`src/rtl/turtle_mem_seq_pkg.sv`:
```
// Shared types and helpers for the Turtle CPU memory sequencer.
// Holds the sequencer state encoding and bus-timeout sizing functions.
package turtle_mem_seq_pkg;

  typedef enum logic [2:0] {
    ST_IDLE   = 3'd0,
    ST_FETCH  = 3'd1,
    ST_EXEC   = 3'd2,
    ST_DATA   = 3'd3,
    ST_COMMIT = 3'd4,
    ST_ERROR  = 3'd5
  } seq_state_e;

  // A limit of zero means the bus may wait forever.
  function automatic logic timeout_enabled(input int unsigned cycles);
    return (cycles != 0);
  endfunction

  function automatic int unsigned timeout_cnt_width(input int unsigned cycles);
    return (cycles < 2) ? 1 : $clog2(cycles + 1);
  endfunction

endpackage

```
`src/rtl/turtle_mem_seq_bus_timeout_counter.sv`:
```
// Wait-cycle counter shared by the fetch and data handshakes.
// Flags expiry when a request is still unanswered with the count at the limit.
module bus_timeout_counter
  import turtle_mem_seq_pkg::*;
#(
  parameter int unsigned LIMIT = 255,
  parameter int unsigned CNT_W = 8
) (
  input  logic clk,
  input  logic reset_n,
  input  logic clear_i,
  input  logic count_en_i,
  output logic expired_o
);

  localparam logic             TO_EN     = timeout_enabled(LIMIT);
  localparam logic [CNT_W-1:0] LIMIT_VAL = CNT_W'(LIMIT);

  logic [CNT_W-1:0] cnt_q, cnt_d;

  // Saturates at the limit so a disabled or stalled timer never wraps.
  always_comb begin
    cnt_d = cnt_q;
    if (clear_i) begin
      cnt_d = '0;
    end else if (count_en_i && (cnt_q != LIMIT_VAL)) begin
      cnt_d = cnt_q + CNT_W'(1);
    end
  end

  always_ff @(posedge clk or negedge reset_n) begin
    if (!reset_n) begin
      cnt_q <= '0;
    end else begin
      cnt_q <= cnt_d;
    end
  end

  assign expired_o = TO_EN && count_en_i && (cnt_q == LIMIT_VAL);

endmodule

```
`src/rtl/turtle_cpu_mem_sequencer.sv`:
```
// Multi-cycle sequencer letting the Turtle core run against variable-latency
// memories; core_step is the core's clock enable, pulsed once per retired instruction.
module turtle_cpu_mem_sequencer
  import turtle_mem_seq_pkg::*;
#(
  parameter int unsigned DATA_W         = 8,
  parameter int unsigned D_ADDR_W       = 12,
  parameter int unsigned INST_W         = 16,
  parameter int unsigned I_ADDR_W       = 12,
  parameter int unsigned TIMEOUT_CYCLES = 255,
  parameter int unsigned RETIRE_CNT_W   = 16
) (
  input  logic                    clk,
  input  logic                    reset_n,
  input  logic                    run,
  input  logic [I_ADDR_W-1:0]     core_instruction_addr,
  output logic [INST_W-1:0]       core_instruction,
  input  logic [D_ADDR_W-1:0]     core_data_addr,
  input  logic [DATA_W-1:0]       core_write_data,
  input  logic                    core_dmem_write_enable,
  input  logic                    core_dmem_output_enable,
  output logic [DATA_W-1:0]       core_read_data,
  output logic                    core_step,
  output logic                    imem_req,
  output logic [I_ADDR_W-1:0]     imem_addr,
  input  logic                    imem_ack,
  input  logic [INST_W-1:0]       imem_rdata,
  output logic                    dmem_req,
  output logic                    dmem_we,
  output logic [D_ADDR_W-1:0]     dmem_addr,
  output logic [DATA_W-1:0]       dmem_wdata,
  input  logic                    dmem_ack,
  input  logic [DATA_W-1:0]       dmem_rdata,
  output logic                    halted,
  output logic                    bus_error,
  output logic [RETIRE_CNT_W-1:0] retired_count
);

  localparam int unsigned CNT_W = timeout_cnt_width(TIMEOUT_CYCLES);

  seq_state_e              state_q, state_d;
  logic [I_ADDR_W-1:0]     imem_addr_q, imem_addr_d;
  logic [INST_W-1:0]       inst_q, inst_d;
  logic [D_ADDR_W-1:0]     dmem_addr_q, dmem_addr_d;
  logic [DATA_W-1:0]       dmem_wdata_q, dmem_wdata_d;
  logic                    dmem_we_q, dmem_we_d;
  logic [DATA_W-1:0]       rdata_q, rdata_d;
  logic [RETIRE_CNT_W-1:0] retired_q, retired_d;

  logic step;
  logic mem_access;
  logic bus_req;
  logic bus_ack;
  logic timeout_expired;

  assign mem_access = core_dmem_write_enable || core_dmem_output_enable;
  assign bus_req    = (state_q == ST_FETCH) || (state_q == ST_DATA);
  assign bus_ack    = ((state_q == ST_FETCH) && imem_ack) || ((state_q == ST_DATA) && dmem_ack);

  bus_timeout_counter #(
    .LIMIT (TIMEOUT_CYCLES),
    .CNT_W (CNT_W)
  ) u_timeout (
    .clk        (clk),
    .reset_n    (reset_n),
    .clear_i    (!bus_req),
    .count_en_i (bus_req && !bus_ack),
    .expired_o  (timeout_expired)
  );

  // run is only honoured at commit points; every path into FETCH latches the PC.
  always_comb begin
    state_d      = state_q;
    imem_addr_d  = imem_addr_q;
    inst_d       = inst_q;
    dmem_addr_d  = dmem_addr_q;
    dmem_wdata_d = dmem_wdata_q;
    dmem_we_d    = dmem_we_q;
    rdata_d      = rdata_q;
    step         = 1'b0;
    case (state_q)
      ST_IDLE: begin
        if (run) begin
          state_d     = ST_FETCH;
          imem_addr_d = core_instruction_addr;
        end
      end
      ST_FETCH: begin
        if (imem_ack) begin
          inst_d  = imem_rdata;
          state_d = ST_EXEC;
        end else if (timeout_expired) begin
          state_d = ST_ERROR;
        end
      end
      ST_EXEC: begin
        if (mem_access) begin
          dmem_addr_d  = core_data_addr;
          dmem_wdata_d = core_write_data;
          dmem_we_d    = core_dmem_write_enable;
          state_d      = ST_DATA;
        end else begin
          step = 1'b1;
          if (run) begin
            state_d     = ST_FETCH;
            imem_addr_d = core_instruction_addr;
          end else begin
            state_d = ST_IDLE;
          end
        end
      end
      ST_DATA: begin
        if (dmem_ack) begin
          if (!dmem_we_q) begin
            rdata_d = dmem_rdata;
          end
          state_d = ST_COMMIT;
        end else if (timeout_expired) begin
          state_d = ST_ERROR;
        end
      end
      ST_COMMIT: begin
        step = 1'b1;
        if (run) begin
          state_d     = ST_FETCH;
          imem_addr_d = core_instruction_addr;
        end else begin
          state_d = ST_IDLE;
        end
      end
      ST_ERROR: state_d = ST_ERROR;
      default:  state_d = ST_IDLE;
    endcase
    retired_d = step ? (retired_q + RETIRE_CNT_W'(1)) : retired_q;
  end

  always_ff @(posedge clk or negedge reset_n) begin
    if (!reset_n) begin
      state_q      <= ST_IDLE;
      imem_addr_q  <= '0;
      inst_q       <= '0;
      dmem_addr_q  <= '0;
      dmem_wdata_q <= '0;
      dmem_we_q    <= 1'b0;
      rdata_q      <= '0;
      retired_q    <= '0;
    end else begin
      state_q      <= state_d;
      imem_addr_q  <= imem_addr_d;
      inst_q       <= inst_d;
      dmem_addr_q  <= dmem_addr_d;
      dmem_wdata_q <= dmem_wdata_d;
      dmem_we_q    <= dmem_we_d;
      rdata_q      <= rdata_d;
      retired_q    <= retired_d;
    end
  end

  assign core_instruction = inst_q;
  assign core_read_data   = rdata_q;
  assign core_step        = step;
  assign imem_req         = (state_q == ST_FETCH);
  assign imem_addr        = imem_addr_q;
  assign dmem_req         = (state_q == ST_DATA);
  assign dmem_we          = dmem_we_q;
  assign dmem_addr        = dmem_addr_q;
  assign dmem_wdata       = dmem_wdata_q;
  assign halted           = (state_q == ST_IDLE);
  assign bus_error        = (state_q == ST_ERROR);
  assign retired_count    = retired_q;

endmodule

```
`config.mk`:
```
export PLATFORM = sky130hd
export DESIGN_NAME = turtle_cpu_mem_sequencer
export DESIGN_NICKNAME = d
export VERILOG_FILES = /design/src/rtl/turtle_mem_seq_pkg.sv /design/src/rtl/turtle_mem_seq_bus_timeout_counter.sv /design/src/rtl/turtle_cpu_mem_sequencer.sv
export SDC_FILE = /design/constraint.sdc
export NUM_CORES = 1
export LEC_CHECK = 0
export ABC_AREA = 1
export BUFFER_PORTS_ARGS = -buffer_cell sky130_fd_sc_hd__buf_2
export CORE_ASPECT_RATIO = 1.75
export CORE_MARGIN = 5
export CORE_UTILIZATION = 30
export CTS_CLUSTER_SIZE = 14
export DETAILED_ROUTE_END_ITERATION = 7
export SYNTH_ARGS = -nofsm -noshare
export SYNTH_HDL_FRONTEND = slang
export SYNTH_SLANG_ARGS = --single-unit
```
`constraint.sdc`:
```
create_clock -name clk -period 4.12 [get_ports clk]
set_clock_uncertainty 0.15 [all_clocks]
set_input_delay 0 -clock clk [delete_from_list [all_inputs] [get_ports clk]]
set_output_delay 0 -clock clk [all_outputs]
set_load 0.005 [all_outputs]
```
Yosys cells after proc, flatten, opt, wreduce, memory -nomap -nowiden
Cells that the tools add are included.

Reduce and logical (&&, ||, !) cells: 16. Add/subtract/negate cells: 2. Multiplexer cells: 14. Eq/ne operators: 10. Bitwise gates (word level): 1.

Operator list (count): 2-to-1 mux 12 bit (2); one-hot mux 12 bit (2 select lines) (1); one-hot mux 3 bit (6 select lines) (1); adder 16 x 1 -> 16 bit (second input constant) (1); 2-to-1 mux 8 bit (2); 2-to-1 mux 3 bit (4); adder 8 x 1 -> 8 bit (second input constant) (1); == test 8 bit (second input constant) (1); inequality test 8 bit (second input constant) (1); == test 3 x 2 -> 1 bit (second input constant) (2); == test 3 bit (second input constant) (2); AND reduction 2 bit (3); logical AND 1 bit (5); inequality test 2 bit (second input constant) (2); == test 3 x 1 -> 1 bit (second input constant) (1); zero test 3 bit (1); logical OR 1 bit (3); AND reduction 3 bit (1); 2-to-1 mux 1 bit (2); 2-to-1 mux 2 bit (1); inequality test 2 x 1 -> 1 bit (second input constant) (1); one-hot mux 1 bit (2 select lines) (1); nonzero test 2 bit (1); OR reduction 2 bit (1); 2 further kinds (2).

Logic and storage cells: 52. Output and inout port bits: 78. Input bits: 63. Register bits: 84.

Logic depth before layout (Yosys ltp)
Depth after elaboration: 9. Mapped depth: 10. Gate-level depth less buffers: 9.

Cells and area by module
Synthesis repeated with hierarchy kept, for this count alone.

Cells, all modules: 473. Area total of the unflattened synthesis: 3980.1 um^2.

By module, submodules not included: turtle_cpu_mem_sequencer (area an instance 3469.6 um^2, cells each 401, times used 1, sequential area each 1901.8 um^2); bus_timeout_counter (area an instance 510.5 um^2, cells each 72, times used 1, sequential area each 200.2 um^2).

Least setup slack after synthesis
No wires, ideal clock.

Kind: register to register. From: register retired_q[0], in the netlist retired_count[0]. To: register retired_q[12], in the netlist retired_count[12]. Period minus slack after synthesis: 1.458 ns. Cell stages (with the launch flop): 9. Data required time: 3.844 ns. Path buffers: 0. Arrival: 1.182 ns. Slack: 2.662 ns. Setup time: 0.126 ns. Cells stage by stage: dfrtp_1 -> ha_1 -> inv_1 -> nor2_1 -> nand3_1 -> nand2_1 -> nand2_1 -> nand2_1 -> o21ai_0.

Word-level cells in the longest chain between the ends: 1.

Ends and longest elaborated chain: start: declaration (RTL line turtle_cpu_mem_sequencer.sv:48) `logic [RETIRE_CNT_W-1:0] retired_q, retired_d;`; start signal: assignment (RTL line turtle_cpu_mem_sequencer.sv:155) `retired_q <= retired_d;`; adder 16 x 1 -> 16 bit (RTL line turtle_cpu_mem_sequencer.sv:134) `retired_d = step ? (retired_q + RETIRE_CNT_W'(1)) : retired_q;`.

No other way between the ends. A chain may end at the register's enable or synchronous reset.

Worst setup path in the final report
From: input core_dmem_write_enable. To: register imem_addr_q[8], in the netlist imem_addr[8].

Word-level cells in the longest chain between the ends: 3.

Ends and longest elaborated chain: start: declaration (RTL line turtle_cpu_mem_sequencer.sv:20) `input logic core_dmem_write_enable,`; logical OR 1 bit (RTL line turtle_cpu_mem_sequencer.sv:56) `assign mem_access = core_dmem_write_enable || core_dmem_output_enable;`; inequality test 2 bit (no line); AND reduction 2 bit (no line); end signal: assignment (RTL line turtle_cpu_mem_sequencer.sv:149) `imem_addr_q <= imem_addr_d;`; end: declaration (RTL line turtle_cpu_mem_sequencer.sv:42) `logic [I_ADDR_W-1:0] imem_addr_q, imem_addr_d;`.

No other way between the ends.

==> impl_results.md <==
* Status: complete, no violations
* # rows at 55
* Sink Count at 84
* Post-synthesis sequential area ratio at between 50% and 60%
* Most frequent cell after synthesis: nand2_1
* Worst r2r dst: imem_addr[8]$_DFFE_PN0P_
* P per Cell Area at between 500 and 600 nW/µm²
* Vias in the first global route at ~4,200
* I/O pin count at around 140
* Largest net degree at the start of global routing at 57
* Drt via density at around 4.6
* Top post-synthesis cells by area: dfrtp_1 54%, nand2_1 18%, nand3_1 8.1%, inv_1 4.8%, o21ai_0 3.6%
* Final wirelength at 12,300 µm
* FMAX at roughly 430 MHz
* Worst Tran Pin Value at around 1200 ps
* Post-Synthesis Net Count at around 560
* Depth of the CTS H-tree at 3
* Die height at between 150 and 200 µm
* Setup_tns at 0 ps
* Inserted Clock Buffers at 9
* Cell variety after synth at 26
* Synthesized area per cell at a little under 8 µm²
* Slew margin rel. at between 10% and 20%
* VDD IR-drop max at 264 µV
* Vias at a little over 4,000
* Final HPWL DP at around 8500 µm
* Min Hold Slack at 66.1 ps
* Most used flip-flop cell after synthesis: dfrtp_1
* Post-synthesis cell area at between 3000 and 4000 µm²
* Die ar. at between 15,000 and 20,000 µm²
* Die width at between 90 and 100 µm
* First-pass GRT wire length at 19,800 µm
* Root buf cell: clkbuf_16
* Clk_lat worst skew at approximately 340 ps
* Net switching power at ~1.3 mW
* Share of total power in the clock network at 25.8%
* Clock Path Buffers at 2
* DR WL/cell at 13.7 µm
* Area of the multi-input gates at roughly 1500 µm²
* Antenna diodes at 0
* Synth top cells by count: 188 x nand2_1, 84 x dfrtp_1, 63 x nand3_1, 50 x inv_1, 31 x nor2_1
* Gpl congestion at around 0.84
* Final ANT Viol Nets at 0
* Max-slew violations at 0
* Post-synth top area share at between 50 and 60%
* R2r worst-path depth at 7
* Sequential Area at 2100 µm²
* Grt ovf at 0
* Number of flops mapped to enable cells by yosys at 0
* Tmin final at ~2300 ps
* CORE AREA at around 13,000 µm²
* Worst Setup Start Kind: input port
* Final cycle utilization of the critical path at between 50% and 60%
* P_int at 2.18 mW
* FF+latch count, synth at 84
* DP Worst Slack at between 2000 and 2500 ps
* CP Max Fanout at 56
* Area growth from synthesis to layout at 51.9%
* Starting Density at 30.4%
* Max-cap violations at 0
* Sw Ratio at between 30 and 40%
* Ys async rst share at between 90% and 100%
* Pre-antenna DRT Iters at 4
* Final worst setup slack at about 1800 ps
* DP Area at roughly 4800 µm²
* Hold Fails Final Rpt at 0
* Cell area after layout at 5940 µm²
* Final setup viols at 0
* Syn Inst Count at a little under 500
* Post-route DRC at 0
* CTS clock-pin slew for the worst setup and hold paths at 70 ps
* Port Buffers at 140
* Hold Crit Class: input port to async pin
* Initial DRC Count at between 200 and 250
* FF-to-FF setup slack at between 2000 and 2500 ps
* RSZ-0062 raised after global routing: no
* Share of total power in combinational logic at ~36%
* Leading area contributor after synthesis: dfrtp_1
* Data arrival, critical path at roughly 2400 ps
* WP data required at 4190 ps
* CTS tree: built
* Synth Warn # at 0
* # fillers at 1,264
* Power share of the sequential group at roughly two fifths
* Setup crit end kind: register
* Leak Pwr at 3.16 nW
* Final-stage net count at 782
* Aggregate global-route resource usage at around 16%
* Initial antenna violation count at 0
* Kind of critical path: input port to register
* Layout cells sized above 1 at about a quarter
* R2R Path Start: state_q[2]$_DFFE_PN0P_
* Post-CTS sizing at 0
-- critical path: stages --
cell and delay (ps):
dlygate4sd3_1 550, buf_2 150, o21ai_4 890, nand2_1 540, nand2_1 170, nand2_1 70
-- power by group through the flow --
stage / clock network [mW] / registers, mW / logic (mW)
6_report: 0.895 / 1.33 / 1.24
5_1_grt: 0.951 / 1.37 / 1.39
4_1_cts: 0.925 / 1.33 / 1.24
3_5_place_dp: 0 / 1.34 / 1.15
3_3_place_gp: 0 / 1.33 / 1.12
2_1_floorplan: 0 / 1.34 / 0.604
-- worst max-delay path by stage --
| stage | from | end | slack (ps) | cells past startpoint |
|---|---|---|---|---|
| floorplan | retired_count[0]$_DFFE_PN0P_ | retired_count[12]$_DFFE_PN0P_ | 2660 | 8 |
| global placement | core_dmem_output_enable | imem_addr[4]$_DFFE_PN0P_ | 2090 | 5 |
| detailed placement | core_dmem_output_enable | imem_addr[9]$_DFFE_PN0P_ | 2030 | 5 |
| CTS | core_dmem_write_enable | imem_addr[8]$_DFFE_PN0P_ | 1830 | 6 |
| global route | core_dmem_write_enable | imem_addr[2]$_DFFE_PN0P_ | 1590 | 6 |
| finish | core_dmem_write_enable | imem_addr[8]$_DFFE_PN0P_ | 1800 | 6 |
-- kinds of logic after synthesis --
group	share of synthesized area [%]
simple gates	32.7
flops	53.8
buf+inv	7.04
compound gates	4.32
xor+xnor	1.57
fa+ha+maj	0.640
-- per-stage QoR --
| step | cells | util, % | power (mW) |
|---|---|---|---|
| floorplan | 494 | - | 1.94 |
| global placement | 793 | 37.1 | 2.44 |
| detailed placement | 793 | 37.1 | 2.49 |
| CTS | 893 | 46.1 | 3.49 |
| global route | 893 | 46.1 | 3.71 |
| finish | 893 | 46.1 | 3.46 |
-- cell usage in the layout, fill, tap and decap left out --
| cell type | count |
|---|---|
| o21bai_1 | 1 |
| xnor2_1 | 4 |
| a21oi_1 | 1 |
| nand2_1 | 188 |
| dlygate4sd3_1 | 84 |
| a21boi_0 | 1 |
| nand3b_1 | 2 |
| nand3_1 | 63 |
| o21ai_0 | 28 |
| inv_2 | 1 |
| inv_1 | 50 |
| nand2_4 | 2 |
| xor2_1 | 3 |
| nor2_2 | 2 |
| clkinv_1 | 1 |
| dfrtp_1 | 84 |
| nor2_1 | 31 |
| clkinv_2 | 1 |
| inv_8 | 1 |
| inv_6 | 3 |
| nand2_2 | 5 |
| buf_4 | 3 |
| o21ai_4 | 1 |
| nor3_1 | 3 |
| clkbuf_16 | 9 |
| buf_2 | 139 |
| ha_1 | 2 |
| nand4_1 | 7 |
| bufinv_16 | 2 |
-- repair_timing --
item                      4_1_cts  5_1_grt
hold buffers                   84        0
setup buffers                   0        0
hold endpoints to repair      105        0
-- state kept, by name, indices dropped and copies added, names as in the netlist --
register          count
dmem_we               1
state_q               3
imem_addr            12
dmem_addr            12
dmem_wdata            8
core_instruction     16
core_read_data        8
u_timeout.cnt_q       8
retired_count        16
-- layer usage --
layer | global-route usage [%] | share of wire [%] | up-vias | routed length [µm]
met5 | 0 | 0 | - | 0
met4 | 8.62 | 3.5 | 0 | 428
met3 | 3.26 | 4.8 | 30 | 592
met2 | 29.1 | 53 | 132 | 6560
met1 | 17.6 | 38 | 1921 | 4690
li1 | - | - | 1996 | -
-- area by class of cell --
class / count / area share (%)
Clock inverter: 7 / 1.73
Inverter: 52 / 3.29
Multi-Input combinational cell: 344 / 25.9
Clock buffer: 9 / 3.79
Timing Repair Buffer: 226 / 26.3
Sequential cell: 84 / 35.4
Tap cell: 171 / 3.60
Note: power is estimated with default switching activity, not from simulation.
